**config.mk**
```make
export PLATFORM = sky130hd
export DESIGN_NAME = uart_host_controller
export DESIGN_NICKNAME = d
export VERILOG_FILES = /design/src/rtl/uart_host_controller.sv
export SDC_FILE = /design/constraint.sdc
export NUM_CORES = 1
export LEC_CHECK = 0
export ABC_AREA = 1
export BUFFER_PORTS_ARGS = -buffer_cell sky130_fd_sc_hd__buf_2
export CORE_MARGIN = 8
export CORE_UTILIZATION = 40
export DETAILED_ROUTE_END_ITERATION = 7
export PLACE_DENSITY = 0.53
export SLEW_MARGIN = 20
export SYNTH_ARGS = -nofsm -noshare
export SYNTH_HDL_FRONTEND = slang
export SYNTH_SLANG_ARGS = --single-unit
```
**constraint.sdc**
```tcl
create_clock -name i_CLK -period 9.8 [get_ports i_CLK]
set_input_delay 1.96 -clock i_CLK [delete_from_list [all_inputs] [get_ports i_CLK]]
set_output_delay 1.96 -clock i_CLK [all_outputs]
set_load 0.05 [all_outputs]
```
**src/rtl/uart_host_controller.sv**
```systemverilog
// Host side of the sensor chip's UART link. Commands are serialized onto TXD.
// The chip's byte stream is parsed into 24-bit register frames and 56-bit ADS frames.

module uart_tx #(
  parameter logic [15:0] CLKS_PER_BIT = 16'd217
) (
  input  logic       clk,
  input  logic       rst,
  input  logic       dv,
  input  logic [7:0] data,
  output logic       txd,
  output logic       done
);
  logic        busy_q;
  logic [15:0] cnt_q;
  logic [3:0]  left_q;
  logic [7:0]  shreg_q;
  logic        bit_end;

  assign bit_end = (cnt_q == CLKS_PER_BIT - 16'd1);

  // left_q counts the bit slots still to follow: eight data bits, then the stop bit.
  // NOTE: sequential state uses nonblocking assignments so all flops update from pre-edge values.
  always_ff @(posedge clk or posedge rst) begin
    if (rst) begin
      busy_q  <= 1'b0;
      cnt_q   <= '0;
      left_q  <= '0;
      shreg_q <= '0;
      txd     <= 1'b1;
    end else if (!busy_q) begin
      cnt_q <= '0;
      if (dv) begin
        busy_q  <= 1'b1;
        txd     <= 1'b0;
        shreg_q <= data;
        left_q  <= 4'd9;
      end
    end else if (!bit_end) begin
      cnt_q <= cnt_q + 16'd1;
    end else begin
      cnt_q <= '0;
      if (left_q == 4'd0) begin
        busy_q <= 1'b0;
      end else begin
        txd     <= shreg_q[0];
        shreg_q <= {1'b1, shreg_q[7:1]};
        left_q  <= left_q - 4'd1;
      end
    end
  end

  assign done = busy_q && bit_end && (left_q == 4'd0);
endmodule

module uart_rx #(
  parameter logic [15:0] CLKS_PER_BIT = 16'd217
) (
  input  logic       clk,
  input  logic       rst,
  input  logic       rxd,
  output logic       dv,
  output logic [7:0] data
);
  localparam logic [15:0] HALF = (CLKS_PER_BIT >> 1) - 16'd1;

  logic [1:0]  sync_q;
  logic        busy_q;
  logic [15:0] cnt_q;
  logic [3:0]  left_q;
  logic [7:0]  shreg_q;
  logic        rxd_s;

  assign rxd_s = sync_q[1];

  // Samples land mid-bit: start check at left_q=9, data at 8..1, stop at 0.
  always_ff @(posedge clk or posedge rst) begin
    if (rst) begin
      sync_q  <= 2'b11;
      busy_q  <= 1'b0;
      cnt_q   <= '0;
      left_q  <= '0;
      shreg_q <= '0;
      dv      <= 1'b0;
      data    <= '0;
    end else begin
      sync_q <= {sync_q[0], rxd};
      dv     <= 1'b0;
      if (!busy_q) begin
        if (!rxd_s) begin
          busy_q <= 1'b1;
          cnt_q  <= HALF;
          left_q <= 4'd9;
        end
      end else if (cnt_q != 16'd0) begin
        cnt_q <= cnt_q - 16'd1;
      end else begin
        cnt_q  <= CLKS_PER_BIT - 16'd1;
        left_q <= left_q - 4'd1;
        if (left_q == 4'd9) begin
          if (rxd_s) busy_q <= 1'b0;
        end else if (left_q != 4'd0) begin
          shreg_q <= {rxd_s, shreg_q[7:1]};
        end else begin
          busy_q <= 1'b0;
          dv     <= 1'b1;
          data   <= shreg_q;
        end
      end
    end
  end
endmodule

module uart_host_controller #(
  parameter logic [15:0] UART_CLKS_PER_BIT = 16'd217,
  parameter logic [23:0] RX_TIMEOUT_CLKS   = 24'd43400
) (
  input  logic        i_CLK,
  input  logic        i_RST,
  input  logic [15:0] i_CMD,
  input  logic        i_CMD_VALID,
  output logic        o_CMD_READY,
  output logic        o_CMD_ERR,
  output logic [55:0] o_FRAME_DATA,
  output logic        o_FRAME_VALID,
  output logic        o_RX_ERR,
  input  logic        i_UART_RXD,
  output logic        o_UART_TXD
);
  localparam logic [7:0] OP_RUN  = 8'h52;
  localparam logic [7:0] OP_STOP = 8'h53;
  localparam logic [7:0] OP_MPR  = 8'h6D;
  localparam logic [7:0] OP_ADS  = 8'h61;
  localparam logic [7:0] HDR_ADS = 8'hAA;

  typedef enum logic [1:0] {ST_TX_IDLE, ST_TX_LOAD, ST_TX_WAIT} tx_state_t;
  typedef enum logic {ST_RX_HDR, ST_RX_BODY} rx_state_t;

  function automatic logic [1:0] cmd_len(input logic [7:0] op);
    case (op)
      OP_RUN, OP_STOP: return 2'd1;
      OP_MPR, OP_ADS:  return 2'd2;
      default:         return 2'd0;
    endcase
  endfunction

  function automatic logic [2:0] hdr_len(input logic [7:0] hdr);
    case (hdr)
      HDR_ADS:        return 3'd7;
      OP_MPR, OP_ADS: return 3'd3;
      default:        return 3'd0;
    endcase
  endfunction

  // ---------------- TX path ----------------
  tx_state_t   tx_state_q, tx_state_d;
  logic [15:0] cmd_q, cmd_d;
  logic [1:0]  tx_len_q, tx_len_d, tx_cnt_q, tx_cnt_d;
  logic [7:0]  tx_byte_q, tx_byte_d;
  logic        tx_dv_q, tx_dv_d, cmd_err_q, cmd_err_d, ready_en_q, tx_done;

  // ready_en_q holds READY low for the first cycle out of reset.
  assign o_CMD_READY = ready_en_q && (tx_state_q == ST_TX_IDLE);
  assign o_CMD_ERR   = cmd_err_q;

  always_ff @(posedge i_CLK or posedge i_RST) begin
    if (i_RST) begin
      tx_state_q <= ST_TX_IDLE;
      cmd_q      <= '0;
      tx_len_q   <= '0;
      tx_cnt_q   <= '0;
      tx_byte_q  <= '0;
      tx_dv_q    <= 1'b0;
      cmd_err_q  <= 1'b0;
      ready_en_q <= 1'b0;
    end else begin
      tx_state_q <= tx_state_d;
      cmd_q      <= cmd_d;
      tx_len_q   <= tx_len_d;
      tx_cnt_q   <= tx_cnt_d;
      tx_byte_q  <= tx_byte_d;
      tx_dv_q    <= tx_dv_d;
      cmd_err_q  <= cmd_err_d;
      ready_en_q <= 1'b1;
    end
  end

  // An unsupported opcode gets length 0, so ST_TX_LOAD falls straight back to idle.
  // NOTE: every combinational output gets a default first, so no latch is inferred.
  always_comb begin
    tx_state_d = tx_state_q;
    cmd_d      = cmd_q;
    tx_len_d   = tx_len_q;
    tx_cnt_d   = tx_cnt_q;
    tx_byte_d  = tx_byte_q;
    tx_dv_d    = 1'b0;
    cmd_err_d  = 1'b0;
    unique case (tx_state_q)
      ST_TX_IDLE: if (i_CMD_VALID && o_CMD_READY) begin
        cmd_d      = i_CMD;
        tx_len_d   = cmd_len(i_CMD[15:8]);
        tx_cnt_d   = '0;
        cmd_err_d  = (cmd_len(i_CMD[15:8]) == 2'd0);
        tx_state_d = ST_TX_LOAD;
      end
      ST_TX_LOAD: if (tx_cnt_q == tx_len_q) begin
        tx_state_d = ST_TX_IDLE;
      end else begin
        tx_byte_d  = (tx_cnt_q == 2'd0) ? cmd_q[15:8] : cmd_q[7:0];
        tx_dv_d    = 1'b1;
        tx_cnt_d   = tx_cnt_q + 2'd1;
        tx_state_d = ST_TX_WAIT;
      end
      ST_TX_WAIT: if (tx_done) begin
        tx_state_d = (tx_cnt_q == tx_len_q) ? ST_TX_IDLE : ST_TX_LOAD;
      end
      default: tx_state_d = ST_TX_IDLE;
    endcase
  end

  uart_tx #(.CLKS_PER_BIT(UART_CLKS_PER_BIT)) u_tx (
    .clk (i_CLK),
    .rst (i_RST),
    .dv  (tx_dv_q),
    .data(tx_byte_q),
    .txd (o_UART_TXD),
    .done(tx_done)
  );

  // ---------------- RX path ----------------
  rx_state_t   rx_state_q, rx_state_d;
  logic [2:0]  rx_len_q, rx_len_d, rx_cnt_q, rx_cnt_d;
  logic [23:0] gap_q, gap_d;
  logic [55:0] asm_q, asm_d, frame_q, frame_d;
  logic        frame_valid_q, frame_valid_d, rx_err_q, rx_err_d, take_header;
  logic        rx_dv;
  logic [7:0]  rx_byte;

  assign o_FRAME_DATA  = frame_q;
  assign o_FRAME_VALID = frame_valid_q;
  assign o_RX_ERR      = rx_err_q;

  uart_rx #(.CLKS_PER_BIT(UART_CLKS_PER_BIT)) u_rx (
    .clk (i_CLK),
    .rst (i_RST),
    .rxd (i_UART_RXD),
    .dv  (rx_dv),
    .data(rx_byte)
  );

  always_ff @(posedge i_CLK or posedge i_RST) begin
    if (i_RST) begin
      rx_state_q    <= ST_RX_HDR;
      rx_len_q      <= '0;
      rx_cnt_q      <= '0;
      gap_q         <= '0;
      asm_q         <= '0;
      frame_q       <= '0;
      frame_valid_q <= 1'b0;
      rx_err_q      <= 1'b0;
    end else begin
      rx_state_q    <= rx_state_d;
      rx_len_q      <= rx_len_d;
      rx_cnt_q      <= rx_cnt_d;
      gap_q         <= gap_d;
      asm_q         <= asm_d;
      frame_q       <= frame_d;
      frame_valid_q <= frame_valid_d;
      rx_err_q      <= rx_err_d;
    end
  end

  // Frames assemble in asm_q; frame_q only changes when a frame completes.
  // A timeout is handled first, so a byte landing in the same cycle starts a new frame.
  always_comb begin
    rx_state_d    = rx_state_q;
    rx_len_d      = rx_len_q;
    rx_cnt_d      = rx_cnt_q;
    gap_d         = gap_q;
    asm_d         = asm_q;
    frame_d       = frame_q;
    frame_valid_d = 1'b0;
    rx_err_d      = 1'b0;
    take_header   = 1'b0;
    unique case (rx_state_q)
      ST_RX_HDR: take_header = rx_dv;
      ST_RX_BODY: begin
        if (gap_q == RX_TIMEOUT_CLKS) begin
          rx_err_d    = 1'b1;
          gap_d       = '0;
          rx_state_d  = ST_RX_HDR;
          take_header = rx_dv;
        end else if (rx_dv) begin
          asm_d[{3'd6 - rx_cnt_q, 3'b000} +: 8] = rx_byte;
          rx_cnt_d = rx_cnt_q + 3'd1;
          gap_d    = '0;
          if (rx_cnt_d == rx_len_q) begin
            frame_d       = asm_d;
            frame_valid_d = 1'b1;
            rx_state_d    = ST_RX_HDR;
          end
        end else begin
          gap_d = gap_q + 24'd1;
        end
      end
      default: rx_state_d = ST_RX_HDR;
    endcase
    if (take_header) begin
      rx_len_d = hdr_len(rx_byte);
      if (rx_len_d == 3'd0) begin
        rx_err_d = 1'b1;
      end else begin
        asm_d      = {rx_byte, 48'h0};
        rx_cnt_d   = 3'd1;
        gap_d      = '0;
        rx_state_d = ST_RX_BODY;
      end
    end
  end
endmodule

```
==> results of run 1 <==
-- worst max-delay path by stage --
stage                             start               end  slack [ps]  cells past startpoint
after floorplan                   i_RST          asm_q[0]        1060                      1
after global placement            i_RST  o_FRAME_DATA[20]        6110                      3
after detailed placement          i_RST   o_FRAME_DATA[3]        6120                      3
after CTS                 tx_state_q[0]       o_CMD_READY        5900                      2
after global routing      tx_state_q[0]       o_CMD_READY        5920                      2
final                     tx_state_q[0]       o_CMD_READY        6000                      2
-- routing by layer --
metal | wire length, um | share of wire, % | vias up | global-route usage, %
met3 | 1440 | 4.5 | 46 | 2.69
met2 | 14400 | 45 | 185 | 27.1
met1 | 15400 | 49 | 5017 | 23.0
met5 | 0 | 0 | - | 0
met4 | 477 | 1.5 | 0 | 3.59
li1 | - | - | 5541 | -
-- layout make-up --
cell class | instances | area, um2 | share of cell area (%)
Tap cell | 408 | 510 | 3.48
Timing Repair Buffer | 86 | 445 | 3.04
Sequential cell | 247 | 6180 | 42.2
Clock inverter | 16 | 216 | 1.48
Clock buffer | 40 | 860 | 5.87
Inverter | 262 | 993 | 6.78
Multi-Input combinational cell | 1168 | 5440 | 37.1
-- cells by family after synthesis --
group / count (synthesis) / share of synthesized area (%)
flops: 247 / 47.7
other cells: 1 / 0.0289
simple gates: 901 / 29.2
buf+inv: 329 / 10.5
xor+xnor: 24 / 1.62
fa+ha+maj: 18 / 1.74
compound gates: 224 / 9.25
-- registers in the layout (all words and copies together) (netlist names), 8 cells and up --
name	cells
asm_q	56
cmd_q	16
gap_q	24
o_FRAME_DATA	56
tx_byte_q	8
u_rx.cnt_q	16
u_rx.data	8
u_rx.shreg_q	8
u_tx.cnt_q	16
u_tx.shreg_q	8
-- report_power, final --
| group | internal, mW | switching, mW |
|---|---|---|
| clock network | 0.746 | 0.451 |
| registers | 1.11 | 0.0510 |
| logic | 0.0910 | 0.169 |
-- synth_stat cells (all sizes together), types with 3 or more instances --
master,n
a21oi,18
buf,49
clkbuf,18
clkinv,4
dfrtp,244
dfstp,3
ha,18
inv,258
nand2,543
nand3,91
nand4,41
nor2,197
nor3,15
nor3b,4
nor4,5
o211ai,13
o21a,3
o21ai,180
o22ai,8
or2,3
xnor2,6
xor2,18
==> impl_metrics.toml, run 1 <==
[final_layout]
final_common_cell = "nand2_1"
utilization_pct = 45.5
fin_nets = 1833
post-route-cell-area_um2 = 14600
fin_cells = 2227
final_cell_mix = "nand2_1 (540), inv_1 (253), dfrtp_1 (244)"
fill_cells = 3282
antenna_cells = 0
drive_above_1_share_pct = 9.57
syn2layout_area_growth_pct = 12.9

[placed_design]
dpl_cell_area_um2 = 13600
io_buffers = 80
gp_congestion = 0.853
post-place-ws_ps = 6120
post-dp-hpwl_um = 20700
dp_cells = 2171

[worst_setup_path]
end_kind = "output pin"
slowest_delay_ps = 520
critPathSlowestCell = "nor3_1"
crit_path_cell_trace = "nor3_1 -> buf_2"
reg2reg_from = "rx_cnt_q[0]"
crit_type = "reg -> out"
crit_family = "simple AND/OR/NAND/NOR gates"
worstPathRequired_ps = 7840
crit_buf_inv = 1
timing.rr.end = "o_FRAME_DATA[19]"
rr_worst_depth = 11
cp.arrival_ps = 1840
regToRegSetupSlack_ps = 6330
cp-start-kind = "flop"
path_max_fanout = 3

[clocking]
cts_tree = "done"
cts_buffer_depth = 3
cts-root-buf = "clkbuf_16"
cts_hold_buf = 0
cts_sinks = 247
clk_latency_ps = 560
clk_pin_slew_ps = 60
cts-htree-levels = 1
cts_resized = 0
cts_buffers = 30
cts_setup_buffers = 0

[routing]
wl_per_cell_um = 14.2
vias = 10800
dr.pass1.iters = 5
antenna_left = 0
drt_wl_total_um = 31700
route.detailed.drc = 0
viasPerCell = 4.84
drt_iter0_drc = 745

[logic_synthesis]
syn-num-nets = 1782
synth_ff_type = "dfrtp_1"
netlist.area_leader.share_pct = 47.0
ys_types = 42
ys_seq_area_share_pct = 47.7
synth-seq-cells = 247
syn_area_per_cell_um2 = 7.44
yosys_warnings = 0
async_flop_share_pct = 100
synth_cells = 1744
synth_area_um2 = 13000
synth_area_leaders = "dfrtp_1 (47%), nand2_1 (16%), inv_1 (7.3%), o21ai_0 (5.8%), nor2_1 (5.5%)"
synth_edf_count = 0
synth_top_area_cell = "dfrtp_1"

[sta]
finalCriticalPeriod_ps = 3800
post-route-period-util_pct = 38.8
tns_ps = 0
finClkSkew_ps = 12.4
fmax_mhz = 263
finalHoldViolCount = 0
rsz0062_at_grt = "no"
setup_violations = 0
drv_slew = 0
postLayoutSetupSlackWorst_ps = 6000
relSlewSlack_pct = 40.6
finalHoldWorstSlack_ps = 355
tightest_slew_ps = 891

[floorplan]
io_pins = 81
fp.coreArea_um2 = 32200
dieWidth_um = 196
die_h_um = 196
initial_core_util_pct = 40.3
die_area_um2 = 38500
fp-row-count = 66

[grt]
grt_pass1_vias = 10500
track_usage_pct = 16.6
grt_pass1_wl_um = 53800
grt_overflow = 0
grt_max_degree = 121
antenna_found_initial = 0

[pwr]
p_per_area_nw_per_um2 = 179
finalPower_mw = 2.62
ir_drop_mv = 0.123
leakage_nw = 7.61

[run_status]
outcome = "finished, final reports clean"

[worst_hold_path]
hold-path-cell-count = 0
min_to = "u_rx.sync_q[1]"
hp-class = "reg -> reg"
worstHoldStart = "u_rx.sync_q[0]"

[run]
cap_violations = 0
Power figures use the tool's default switching activity.
==> run 2, diff against run 1 <==
--- a/config.mk
+++ b/config.mk
@@ -10,7 +10,7 @@
 export CORE_MARGIN = 8
 export CORE_UTILIZATION = 40
 export DETAILED_ROUTE_END_ITERATION = 7
-export PLACE_DENSITY = 0.53
+export PLACE_DENSITY = 0.56
 export SLEW_MARGIN = 20
 export SYNTH_ARGS = -nofsm -noshare
 export SYNTH_HDL_FRONTEND = slang
==> constraint.sdc (replaced) <==
create_clock -name i_CLK -period 3.3 [get_ports i_CLK]
set_input_delay 0.66 -clock i_CLK [delete_from_list [all_inputs] [get_ports i_CLK]]
set_output_delay 0.66 -clock i_CLK [all_outputs]
set_load 0.05 [all_outputs]
==> impl_metrics.toml, run 2 (synthesis gave the netlist of run 1 again) <==
[run_status]
outcome = "finished, final reports clean"

[grt]
grt_pass1_wl_um = 53300
grt_overflow = 0
grt_pass1_vias = 10600
antenna_found_initial = 0
grt_max_degree = 86
track_usage_pct = 16.4

[sta]
rsz0062_at_grt = "no"
post-route-period-util_pct = 81.5
setup_violations = 0
postLayoutSetupSlackWorst_ps = 611
drv_slew = 0
finalCriticalPeriod_ps = 2690
finalHoldViolCount = 0
fmax_mhz = 372
tightest_slew_ps = 668
finClkSkew_ps = 16.5
finalHoldWorstSlack_ps = 134
relSlewSlack_pct = 55.5

[clocking]
clk_pin_slew_ps = 60
cts_tree = "done"
cts-root-buf = "clkbuf_16"
cts_buffers = 29
cts_sinks = 247
cts_setup_buffers = 0
clk_latency_ps = 550
cts-htree-levels = 1
cts_resized = 0
cts_buffer_depth = 3
cts_hold_buf = 0

[worst_setup_path]
crit_path_cell_trace = "ha_1 -> inv_1 -> nand2_1 -> nand2_1 -> ha_1 -> inv_1 -> nor3_4 -> nand2_1 -> nand2_1 -> nand2_1 -> nand4_1 -> nand2_1 -> nor2_1"
cp.arrival_ps = 3170
crit_path_frequent_cell = "nand2_1"
path_max_fanout = 9
worstPathRequired_ps = 3780
slowest_delay_ps = 510
cp-start-kind = "flop"
end_kind = "flop"
crit_buf_inv = 2
crit_family = "simple AND/OR/NAND/NOR gates"
critPathSlowestCell = "ha_1"
crit_type = "reg -> reg"

[final_layout]
final_common_cell = "nand2_1"
fin_nets = 1848
antenna_cells = 0
final_cell_mix = "nand2_1 (540), inv_1 (253), dfrtp_1 (244)"
drive_above_1_share_pct = 10.2
syn2layout_area_growth_pct = 13.7
utilization_pct = 45.8
fill_cells = 3299

[run]
cap_violations = 0

[floorplan]
fp-row-count = 66
die_area_um2 = 38500
io_pins = 81
dieWidth_um = 196
initial_core_util_pct = 40.3
die_h_um = 196
fp.coreArea_um2 = 32200

[pwr]
p_int_mw = 5.60
p_sw_share_pct = 25.6
leakage_nw = 7.68
ir_drop_mv = 0.345
pwr-share-comb_pct = 10.3
clkPwrFrac_pct = 43.8
finalPower_mw = 7.52
net-switching-power_mw = 1.92
seq_power_share_pct = 45.9
p_per_area_nw_per_um2 = 509

[placed_design]
post-dp-hpwl_um = 21500
gp_congestion = 0.870
io_buffers = 80
post-place-ws_ps = 644

[routing]
viasPerCell = 4.85
route.detailed.drc = 0
wl_per_cell_um = 14.1
antenna_left = 0
drt_wl_total_um = 31600
vias = 10900
dr.pass1.iters = 5
drt_iter0_drc = 551

[worst_hold_path]
hp-class = "in -> async"
## run 2: cell count changes in the layout (fill, tap and decap cells not counted), sizes merged
| cell | previous run | this run |
|---|---|---|
| buf | 86 | 102 |
| bufinv | 5 | 3 |
| clkbuf | 40 | 41 |
| clkinvlp | 3 | 2 |
## run 2: stage by stage
step | area (um2) | TNS [ps] | std cells
3_5_place_dp | 13700 | 0 | 2186
6_report | 14800 | 0 | 2241
2_1_floorplan | 13000 | -147200 | 1744
4_1_cts | 14700 | 0 | 2240
5_1_grt | 14800 | 0 | 2241
3_3_place_gp | 13700 | 0 | 2186
## run 2: power by group through the flow
stage / registers [mW] / clock network (mW) / logic, mW
6_report: 3.45 / 3.29 / 0.772
5_1_grt: 3.49 / 3.51 / 0.920
4_1_cts: 3.45 / 3.40 / 0.789
3_5_place_dp: 3.51 / 0 / 0.783
3_3_place_gp: 3.50 / 0 / 0.770
2_1_floorplan: 3.49 / 0 / 0.594
## run 2: worst paths after layout
check	endpoint	slack (ps)	start	depth (start not counted)
setup / recovery	asm_q[37]	610	rx_cnt_q[1]	13
setup reg to reg	asm_q[37]	610	rx_cnt_q[1]	13
min in group i_CLK	u_rx.sync_q[0]	210	i_UART_RXD	1
hold / removal	asm_q[1]	130	i_RST	2
hold reg to reg	u_rx.sync_q[1]	360	u_rx.sync_q[0]	0
max in group asynchronous	asm_q[15]	2370	i_RST	4
## run 2: cell type report
| cell class | count | area, um2 | area share [%] |
|---|---|---|---|
| timing repair buffer | 102 | 641 | 4.34 |
| tap | 408 | 510 | 3.46 |
| sequential | 247 | 6180 | 41.9 |
| clock inverter | 13 | 154 | 1.04 |
| inverter | 262 | 990 | 6.71 |
| multi-input combinational | 1168 | 5440 | 36.9 |
| clock buffer | 41 | 841 | 5.70 |
## run 2: routing by layer
layer  share of wire, %  GRT usage [%]  up-vias
met5                  0              0        -
met4                2.0           4.30        0
met3                4.4           2.38       47
met2                 45           26.9      206
met1                 49           22.6     5046
li1                   -              -     5576
